`src/rtl/score_keeper_pkg.sv`:
```
// rtl/score_keeper_pkg.sv - shared constants and state type for the score keeper
// Contents: asteroid point values (BCD), default lives settings, FSM state enum.
package score_keeper_pkg;

    localparam logic [8:0] PTS_LARGE = 9'h020;
    localparam logic [8:0] PTS_MED   = 9'h050;
    localparam logic [8:0] PTS_SMALL = 9'h100;

    localparam int LIVES_INIT_DEF = 3;
    localparam int LIVES_MAX_DEF  = 9;

    typedef enum logic [1:0] {SK_IDLE, SK_PLAY, SK_OVER} score_state_t;

endpackage

```
`src/rtl/score_keeper_if.sv`:
```
// rtl/score_keeper_if.sv - game-event inputs and score/lives outputs of the score keeper
// master: game logic side (drives new_game, ship_hit, ast_points; reads status).
// slave:  score keeper side (reads events; drives score, high_score, lives, playing,
//         game_over, extra_life).
interface score_keeper_if #(
    parameter int NUM_SRC = 2,
    parameter int DIGITS  = 6
);
    logic                      new_game;
    logic                      ship_hit;
    logic [NUM_SRC-1:0][8:0]   ast_points;
    logic [DIGITS*4-1:0]       score;
    logic [DIGITS*4-1:0]       high_score;
    logic [3:0]                lives;
    logic                      playing;
    logic                      game_over;
    logic                      extra_life;

    modport master (
        output new_game, ship_hit, ast_points,
        input  score, high_score, lives, playing, game_over, extra_life
    );

    modport slave (
        input  new_game, ship_hit, ast_points,
        output score, high_score, lives, playing, game_over, extra_life
    );
endinterface

```
`src/rtl/score_keeper_bcd_digit_add.sv`:
```
// rtl/score_keeper_bcd_digit_add.sv - one-digit BCD adder with carry
// Ports: a, b (BCD digits), cin -> sum (BCD digit), cout.
module bcd_digit_add (
    input  logic [3:0] a,
    input  logic [3:0] b,
    input  logic       cin,
    output logic [3:0] sum,
    output logic       cout
);
    logic [4:0] raw;

    always_comb begin
        raw  = {1'b0, a} + {1'b0, b} + {4'b0000, cin};
        cout = (raw > 5'd9);
        // +6 skips the six unused codes and wraps back into 0..9
        sum  = cout ? 4'(raw + 5'd6) : raw[3:0];
    end
endmodule

```
`src/rtl/score_keeper.sv`:
```
// rtl/score_keeper.sv - BCD score, lives, high score and game-over sequencing
// Ports: clk, resetN (async active-low), bus (score_keeper_if.slave):
//   new_game/ship_hit pulses, ast_points[NUM_SRC] BCD points in;
//   score/high_score (BCD), lives, playing, game_over, extra_life out.
// Points are captured per source into 3-digit pending accumulators, then one
// nonzero accumulator per cycle is drained round-robin into a single score adder.
module score_keeper
    import score_keeper_pkg::*;
#(
    parameter int NUM_SRC     = 2,
    parameter int DIGITS      = 6,
    parameter int LIVES_INIT  = LIVES_INIT_DEF,
    parameter int LIVES_MAX   = LIVES_MAX_DEF,
    parameter int EXTRA_DIGIT = 4
) (
    input  logic                 clk,
    input  logic                 resetN,
    score_keeper_if.slave        bus
);
    localparam int SW  = (NUM_SRC > 1) ? $clog2(NUM_SRC) : 1;
    localparam int SCW = DIGITS * 4;

    score_state_t                state;
    logic [NUM_SRC-1:0][11:0]    pend;
    logic [NUM_SRC-1:0][11:0]    pend_nxt;
    logic [SW-1:0]               ptr;
    logic [SW-1:0]               cand;
    logic [SW-1:0]               sel_idx;
    logic                        sel_valid;
    logic [11:0]                 drain_val;
    logic [SCW-1:0]              score_q;
    logic [SCW-1:0]              high_q;
    logic [SCW-1:0]              sum_raw;
    logic [SCW-1:0]              score_sum;
    logic [DIGITS:0]             scy;
    logic [3:0]                  lives_q;
    logic                        playing_q;
    logic                        over_q;
    logic                        extra_q;
    logic                        grant;

    // Round-robin pick: first nonzero accumulator at or after ptr.
    always_comb begin
        sel_valid = 1'b0;
        sel_idx   = '0;
        cand      = '0;
        for (int k = 0; k < NUM_SRC; k++) begin
            cand = SW'((int'(ptr) + k) % NUM_SRC);
            if (!sel_valid && pend[cand] != 12'h000) begin
                sel_valid = 1'b1;
                sel_idx   = cand;
            end
        end
    end

    assign drain_val = sel_valid ? pend[sel_idx] : 12'h000;

    // Capture adders: a source drained this cycle restarts from zero so that
    // simultaneous drain and capture never loses the new points.
    for (genvar i = 0; i < NUM_SRC; i++) begin : g_src
        logic [11:0] base;
        logic [11:0] pts;
        logic [11:0] raw;
        logic [3:0]  cy;

        assign base  = (sel_valid && sel_idx == SW'(i)) ? 12'h000 : pend[i];
        assign pts   = {3'b000, bus.ast_points[i]};
        assign cy[0] = 1'b0;

        for (genvar d = 0; d < 3; d++) begin : g_dig
            bcd_digit_add u_add (
                .a    (base[d*4 +: 4]),
                .b    (pts[d*4 +: 4]),
                .cin  (cy[d]),
                .sum  (raw[d*4 +: 4]),
                .cout (cy[d+1])
            );
        end

        assign pend_nxt[i] = cy[3] ? 12'h999 : raw;
    end

    // Score ripple adder with the drained accumulator zero-extended.
    assign scy[0] = 1'b0;
    for (genvar d = 0; d < DIGITS; d++) begin : g_score
        logic [3:0] b_dig;
        assign b_dig = (d < 3) ? drain_val[(d % 3)*4 +: 4] : 4'h0;
        bcd_digit_add u_add (
            .a    (score_q[d*4 +: 4]),
            .b    (b_dig),
            .cin  (scy[d]),
            .sum  (sum_raw[d*4 +: 4]),
            .cout (scy[d+1])
        );
    end

    assign score_sum = scy[DIGITS] ? {DIGITS{4'h9}} : sum_raw;

    // Judged on the saturated result, so clamping to all-9s without the upper
    // digits moving grants nothing.
    assign grant = (state == SK_PLAY) && sel_valid &&
                   (score_sum[SCW-1:EXTRA_DIGIT*4] != score_q[SCW-1:EXTRA_DIGIT*4]);

    always_ff @(posedge clk or negedge resetN) begin
        if (!resetN) begin
            state     <= SK_IDLE;
            score_q   <= '0;
            high_q    <= '0;
            lives_q   <= '0;
            playing_q <= 1'b0;
            over_q    <= 1'b0;
            extra_q   <= 1'b0;
            pend      <= '0;
            ptr       <= '0;
        end else begin
            extra_q <= 1'b0;
            if (bus.new_game) begin
                state     <= SK_PLAY;
                playing_q <= 1'b1;
                over_q    <= 1'b0;
                score_q   <= '0;
                lives_q   <= 4'(LIVES_INIT);
                pend      <= '0;
                ptr       <= '0;
            end else if (state == SK_PLAY) begin
                score_q <= score_sum;
                pend    <= pend_nxt;
                extra_q <= grant;
                if (sel_valid) begin
                    ptr <= (sel_idx == SW'(NUM_SRC - 1)) ? '0 : sel_idx + SW'(1);
                end
                if (bus.ship_hit && !grant) begin
                    lives_q <= lives_q - 4'd1;
                    if (lives_q == 4'd1) begin
                        state     <= SK_OVER;
                        playing_q <= 1'b0;
                        over_q    <= 1'b1;
                        pend      <= '0;
                        // Packed BCD orders the same as binary, MSD first.
                        if (score_sum > high_q) begin
                            high_q <= score_sum;
                        end
                    end
                end else if (grant && !bus.ship_hit && lives_q < 4'(LIVES_MAX)) begin
                    lives_q <= lives_q + 4'd1;
                end
            end
        end
    end

    assign bus.score      = score_q;
    assign bus.high_score = high_q;
    assign bus.lives      = lives_q;
    assign bus.playing    = playing_q;
    assign bus.game_over  = over_q;
    assign bus.extra_life = extra_q;

endmodule

```
`src/flat_wrapper.sv`:
```
// flat-port wrapper written by rule: the top's interface ports become plain ports
module score_keeper_flat import score_keeper_pkg::*;
#(
    parameter int NUM_SRC     = 2,
    parameter int DIGITS      = 6,
    parameter int LIVES_INIT  = LIVES_INIT_DEF,
    parameter int LIVES_MAX   = LIVES_MAX_DEF,
    parameter int EXTRA_DIGIT = 4
)
  (clk, resetN, bus_new_game, bus_ship_hit, bus_ast_points, bus_score, bus_high_score, bus_lives, bus_playing, bus_game_over, bus_extra_life);
  score_keeper_if #(.NUM_SRC(NUM_SRC), .DIGITS(DIGITS)) bus_i ();
  input  logic clk;
  input  logic resetN;
  input wire logic [$bits(bus_i.new_game)-1:0] bus_new_game;
  input wire logic [$bits(bus_i.ship_hit)-1:0] bus_ship_hit;
  input wire logic [$bits(bus_i.ast_points)-1:0] bus_ast_points;
  output wire logic [$bits(bus_i.score)-1:0] bus_score;
  output wire logic [$bits(bus_i.high_score)-1:0] bus_high_score;
  output wire logic [$bits(bus_i.lives)-1:0] bus_lives;
  output wire logic [$bits(bus_i.playing)-1:0] bus_playing;
  output wire logic [$bits(bus_i.game_over)-1:0] bus_game_over;
  output wire logic [$bits(bus_i.extra_life)-1:0] bus_extra_life;
  assign bus_i.new_game = bus_new_game;
  assign bus_i.ship_hit = bus_ship_hit;
  assign bus_i.ast_points = bus_ast_points;
  assign bus_score = bus_i.score;
  assign bus_high_score = bus_i.high_score;
  assign bus_lives = bus_i.lives;
  assign bus_playing = bus_i.playing;
  assign bus_game_over = bus_i.game_over;
  assign bus_extra_life = bus_i.extra_life;
  score_keeper #(.NUM_SRC(NUM_SRC), .DIGITS(DIGITS), .LIVES_INIT(LIVES_INIT), .LIVES_MAX(LIVES_MAX), .EXTRA_DIGIT(EXTRA_DIGIT)) u_core (.clk(clk), .resetN(resetN), .bus(bus_i));
endmodule
```
`config.mk`:
```
export PLATFORM = sky130hd
export DESIGN_NAME = score_keeper_flat
export DESIGN_NICKNAME = d
export VERILOG_FILES = /design/src/rtl/score_keeper_pkg.sv /design/src/rtl/score_keeper_if.sv /design/src/rtl/score_keeper_bcd_digit_add.sv /design/src/rtl/score_keeper.sv /design/src/flat_wrapper.sv
export SDC_FILE = /design/constraint.sdc
export NUM_CORES = 1
export LEC_CHECK = 0
export ABC_CLOCK_PERIOD_IN_PS = 36200
export CORE_ASPECT_RATIO = 0.8
export CORE_MARGIN = 4
export CORE_UTILIZATION = 41
export CTS_BUF_LIST = sky130_fd_sc_hd__clkbuf_16
export DETAILED_ROUTE_END_ITERATION = 10
export GPL_ROUTABILITY_DRIVEN = 0
export SYNTH_ARGS = -nofsm -noshare
export SYNTH_HDL_FRONTEND = slang
export SYNTH_HIERARCHICAL = 1
export SYNTH_SLANG_ARGS = --single-unit
```
`constraint.sdc`:
```
create_clock -name clk -period 36.2 [get_ports clk]
set_clock_uncertainty 0.1 [all_clocks]
set_input_delay 10.86 -clock clk [delete_from_list [all_inputs] [get_ports clk]]
set_output_delay 10.86 -clock clk [all_outputs]
set_load 0.05 [all_outputs]
```
==> impl_metrics.csv <==
group,metric,value,unit
clock_network,cts_resized,0,
setup_path,worst-path-buf-inv,1,
cells_and_area,area_growth,18.4,%
flow_run,maxCapViolCount,0,
sta,setup_tns,0,ps
setup_path,reg2reg_from,"u_core/pend[7]",
placement,port_buffers,76,
clock_network,clockBufferDepth,2,
setup_path,cp_num_cells,21,
global_route,first_global_vias,5985,
yosys,yosys.cell_types.count,54,
sta,worstMarginPinSlew,1130,ps
setup_path,cp_max_fo,9,
route,avgRoutedWirePerCell,16.8,µm
status,status,"finished, final reports clean",
yosys,synth_xor_area_frac,0.0378,
setup_path,cp.required,36330,ps
route,first_pass_iters,4,
sta,rsz0062_at_grt,"no",
sta,hold_viol_final,0,
clock_network,cts_setup_buffers,0,
sta,max_freq,59.0,MHz
sta,period_share,0.469,
route,drc,0,
clock_network,path_clk_slew,60,ps
yosys,netlist_area,7180,µm²
setup_path,cpPeakStageDelay,460,ps
yosys,ys_ff_latch,80,
global_route,antenna_found_initial,0,
yosys,postSynth.asyncResetShare,1.00,
cells_and_area,layout-drive-gt1-share,0.107,
yosys,synth_area_leaders,"dfrtp_1 (28%), ha_1 (13%), fa_1 (6.7%), a21oi_1 (4.6%), mux2_4 (3.8%)",
floorplan,die-height,126,µm
route,postRouteAntennaNets,0,
cells_and_area,mostFrequentLayoutCells,"dfrtp_1 (80), clkdlybuf4s50_1 (75), ha_1 (73)",
yosys,ys.flop_type,"dfrtp_1",
cells_and_area,insertedDiodeCount,0,
setup_path,endpoint_kind,"flip-flop",
cells_and_area,design_area,8500,µm²
cells_and_area,final_nets,964,
worst_hold_path,hold_class,"flip-flop to flip-flop",
setup_path,critPathTopFamily,"adder cells",
yosys,synth.top_cell.area_share,0.279,
cells_and_area,final_common_cell,"dfrtp_1",
sta,final.setup.worst_slack,19240,ps
yosys,synth_top_family_by_area,"compound AO/OA/AOI/OAI gates",
yosys,synth_cells,748,
worst_hold_path,min_from,"u_core/bus.high_score[12]",
yosys,synthMuxAreaShare,0.0878,
yosys,synth_compound_area_frac,0.195,
setup_path,crit_type,"input pin to flip-flop",
placement,place_area,8260,µm²
route,wl,17900,µm
worst_hold_path,min_delay_path_depth,1,
setup_path,crit_chain,"clkdlybuf4s50_1 -> fa_1 -> fa_1 -> xnor2_1 -> ha_1 -> a31o_1 -> o31ai_4 -> fa_1 -> fa_1 -> xnor2_1 -> ha_1 -> a31o_1 -> o31ai_4 -> fa_1 -> fa_1 -> xnor2_1 -> ha_1 -> a31o_1 -> o31ai_4 -> nor2_1 -> a22o_1",
yosys,synth_seq_area_share,0.279,
global_route,track_usage,0.189,
route,via_count,5887,
global_route,grt_max_degree,81,
yosys,synth_warnings,6,
sta,slew_headroom,0.244,
clock_network,cts_made_buffers,9,
setup_path,cp-start-kind,"input pin",
floorplan,io_pins,77,
setup_path,crit_arrival,17100,ps
clock_network,clk_latency,350,ps
yosys,yosys.area_share.simple,0.164,
floorplan,coreArea,16900,µm²
sta,setup_viol,0,
setup_path,worstSetupStartpoint,"bus_ast_points[0]",
global_route,grt_pass1_wl,30400,µm
sta,holdWs,436,ps
yosys,synth-edff-count,0,
yosys,synthAdderAreaFrac,0.194,
setup_path,rr_worst_depth,49,
floorplan,fp.dieArea,19700,µm²
clock_network,htreeDepth,3,
yosys,avgSynthCellArea,9.60,µm²
global_route,grt-ovfl-total,0,
floorplan,row_count,42,
setup_path,cp_common_cell,"fa_1",
clock_network,clock_sinks,80,
placement,dpl_worst_slack,18920,ps
clock_network,postCtsHoldBufs,0,
route,first_iter_violations,290,
setup_path,crit_path_top_delay_cell,"o31ai_4",
floorplan,initial_utilization,0.426,
sta,slew_violations,0,
sta,period_needed,16960,ps
clock_network,cts_root_buf,"clkbuf_16",
clock_network,tritoncts,"yes",
route,via_per_inst,5.52,
yosys,yosys.area.top_type,"dfrtp_1",
placement,hpwl,13800,µm
floorplan,dieWidth,156,µm
-- cells by family after synthesis --
family	after synthesis
other	1
AND/OR/NAND/NOR	229
buffers and inverters	75
AO/OA/AOI/OAI	183
flip-flops	80
XOR/XNOR	31
adder cells (fa/ha/maj)	97
multiplexers	52
-- through the flow --
| step | util | std cells |
|---|---|---|
| after floorplan | - | 773 |
| after global placement | 0.490 | 1054 |
| after detailed placement | 0.490 | 1054 |
| after CTS | 0.504 | 1067 |
| after global routing | 0.504 | 1067 |
| final | 0.504 | 1067 |
-- sequential cells by signal, indices dropped and copies added, names as in the netlist --
| register | count |
|---|---|
| u_core/bus.extra_life | 1 |
| u_core/bus.high_score | 24 |
| u_core/bus.lives | 4 |
| u_core/bus.score | 24 |
| u_core/pend | 24 |
| u_core/ptr | 1 |
| u_core/state | 2 |
-- synthesized netlist by cell type, drive strengths merged, types with 14 or more instances --
cell / count
o21ai: 20
and3: 15
ha: 73
mux2i: 18
clkbuf: 18
nand2: 67
xnor2: 29
fa: 24
a21oi: 66
a21o: 14
nand3: 17
mux2: 34
o22ai: 14
inv: 54
dfrtp: 80
nor2b: 39
and2: 14
nor2: 31
-- cell type report --
class                           instances  area [µm²]
Multi-Input combinational cell        618        4980
Clock inverter                          4        17.5
Tap cell                              220         275
Fill cell                            1562        8370
Inverter                               54         203
Timing Repair Buffer                   82         803
Sequential cell                        80        2000
Clock buffer                            9         225
-- final timing paths --
check	slack, ps	endpoint
max	19240	u_core/pend[1]
min	440	u_core/bus.high_score[12]
max reg2reg	20010	u_core/bus.high_score[14]
min reg2reg	440	u_core/bus.high_score[12]
max in group asynchronous	24710	u_core/bus.high_score[3]
min in group asynchronous	10580	u_core/bus.score[16]
-- metal layers --
metal / track usage / share of wire / routed length, µm / vias up
met3: 0.0347 / 0.041 / 736 / 13
met2: 0.296 / 0.45 / 8120 / 111
met4: 0.0391 / 0.0095 / 170 / 0
met1: 0.274 / 0.50 / 8900 / 2914
li1: - / - / - / 2849
met5: 0 / 0 / 0 / -
Power is not shown: default switching activity piles up to over one toggle a cycle in this logic, so the estimate is an artifact.
==> RTL change (same settings) <==
Make the reset (`resetN`) synchronous in one clocked block. Comments in the files are not updated.
--- a/src/rtl/score_keeper.sv
+++ b/src/rtl/score_keeper.sv
@@ -103,3 +103,3 @@
 
-    always_ff @(posedge clk or negedge resetN) begin
+    always_ff @(posedge clk) begin
         if (!resetN) begin
Function: differs if resetN is asserted again (counterexample within 4 cycles, from zero or initial values and one cycle with resetN low); with resetN held inactive, the same outputs for 4 cycles.
==> RTL change against the unedited design <==
Worst setup slack lost 0.24 ns. Final area shrank 0.79%. Sequential cell count is the same. Global-route usage shrank 0.64 points. Via count grew 4.9%. Synthesized area shrank 0.31%. Maximum frequency shrank 1.4%. Die area shrank 0.30%. Routed wire length shrank 1.0%. Hold slack lost 0.064 ns. Sequential share of layout area shrank 4.6 points.
==> RTL change: results (changes against the unedited design) <==
### STA
• 26.6% — worst slew margin relative to its limit, +2.3 points

### Route
• 799 µm — met3 layer wire length in the routed design, +8.6%
• 367 — initial detailed-routing violation count, +27%
• 9.49 mm — M1 wire length, +6.7%
• 5.38 — via density per instance, -2.5%
• 7.27 mm — routed wl met2, -11%

### Synth
• 6 — Synthesis Warnings, unchanged
• 19.8% — post-synthesis adder-cell area fraction, +0.41 points
• 120 x nand2_1, 98 x a21oi_1, 80 x dfxtp_1 — list of most frequent post-synthesis cells
• 847 — number of standard cells after synthesis, +13%
• 22.4% — fraction of the yosys area taken by sequential cells, -5.5 points
• 0% — share of flip-flops with an asynchronous set or reset after synthesis, -100 points
• dfxtp_1 — commonest register cell after synthesis
• 22.1% — complex-gate fraction of the synthesized area, +2.5 points
• 3.42% — fraction of synthesized cell area in xor and xnor cells, -0.36 points
• 7.48% — multiplexer area fraction after synthesis, -1.3 points

### GRT
• 26.0% — GR Layer Usage met2, -3.6 points
• 29.8 mm — first-pass GRT wire length, -1.8%
• 28.5% — GR Util met1, +1.1 points
• 18.3% — gr usage total, -0.64 points
• 3.70% — met3 usage in global routing, +0.23 points

### Cells and area
• 1047 — Net count, final, +8.6%
• 0.00844 mm² — summed area of non-filler cells in the final layout, -0.79%
• 7.87% — share of post-route cells with drive strength above 1, -2.9 points
• 1148 — post-layout instance count excluding filler cells, +7.6%

### Place
• 1135 — number of placed instances, taps included, +7.7%
• 18.66 ns — placement-stage worst setup slack, -0.262 ns

### Critical path
• 0.59 ns — stage delay of the slowest cell on the critical path, +0.13 ns
• 17.35 ns — arrival time of the worst setup path, +0.25 ns
• 14 — highest fanout seen on the critical path, +5

### Status
• complete, no violations — outcome

[RTL change: changes by cell type after synthesis, sizes merged, moves of 14 or more]
cell / delta
clkbuf: +19
nor2b: +14
mux2i: +22
mux2: -22
a21oi: +32
dfrtp: -80
and2: -14
dfxtp: +80
nand2: +53
nor2: -18
[RTL change: layout make-up]
| class | instances | area, µm² |
|---|---|---|
| clock buffer | 9 | 225 |
| multi-input combinational | 699 | 5300 |
| clock inverter | 4 | 25.0 |
| sequential | 80 | 1600 |
| timing repair buffer | 83 | 808 |
| tap | 220 | 275 |
| fill | 1650 | 8380 |
| inverter | 53 | 199 |
[RTL change: worst paths after layout]
check,from,end,slack [ns],cells after the start
worst max register to register,u_core/pend[6],u_core/bus.high_score[17],20.71,50
worst min-delay path,u_core/bus.high_score[18],u_core/bus.high_score[18],0.37,2
worst max-delay path,bus_ast_points[9],u_core/pend[22],18.99,23
worst min register to register,u_core/bus.high_score[18],u_core/bus.high_score[18],0.37,2
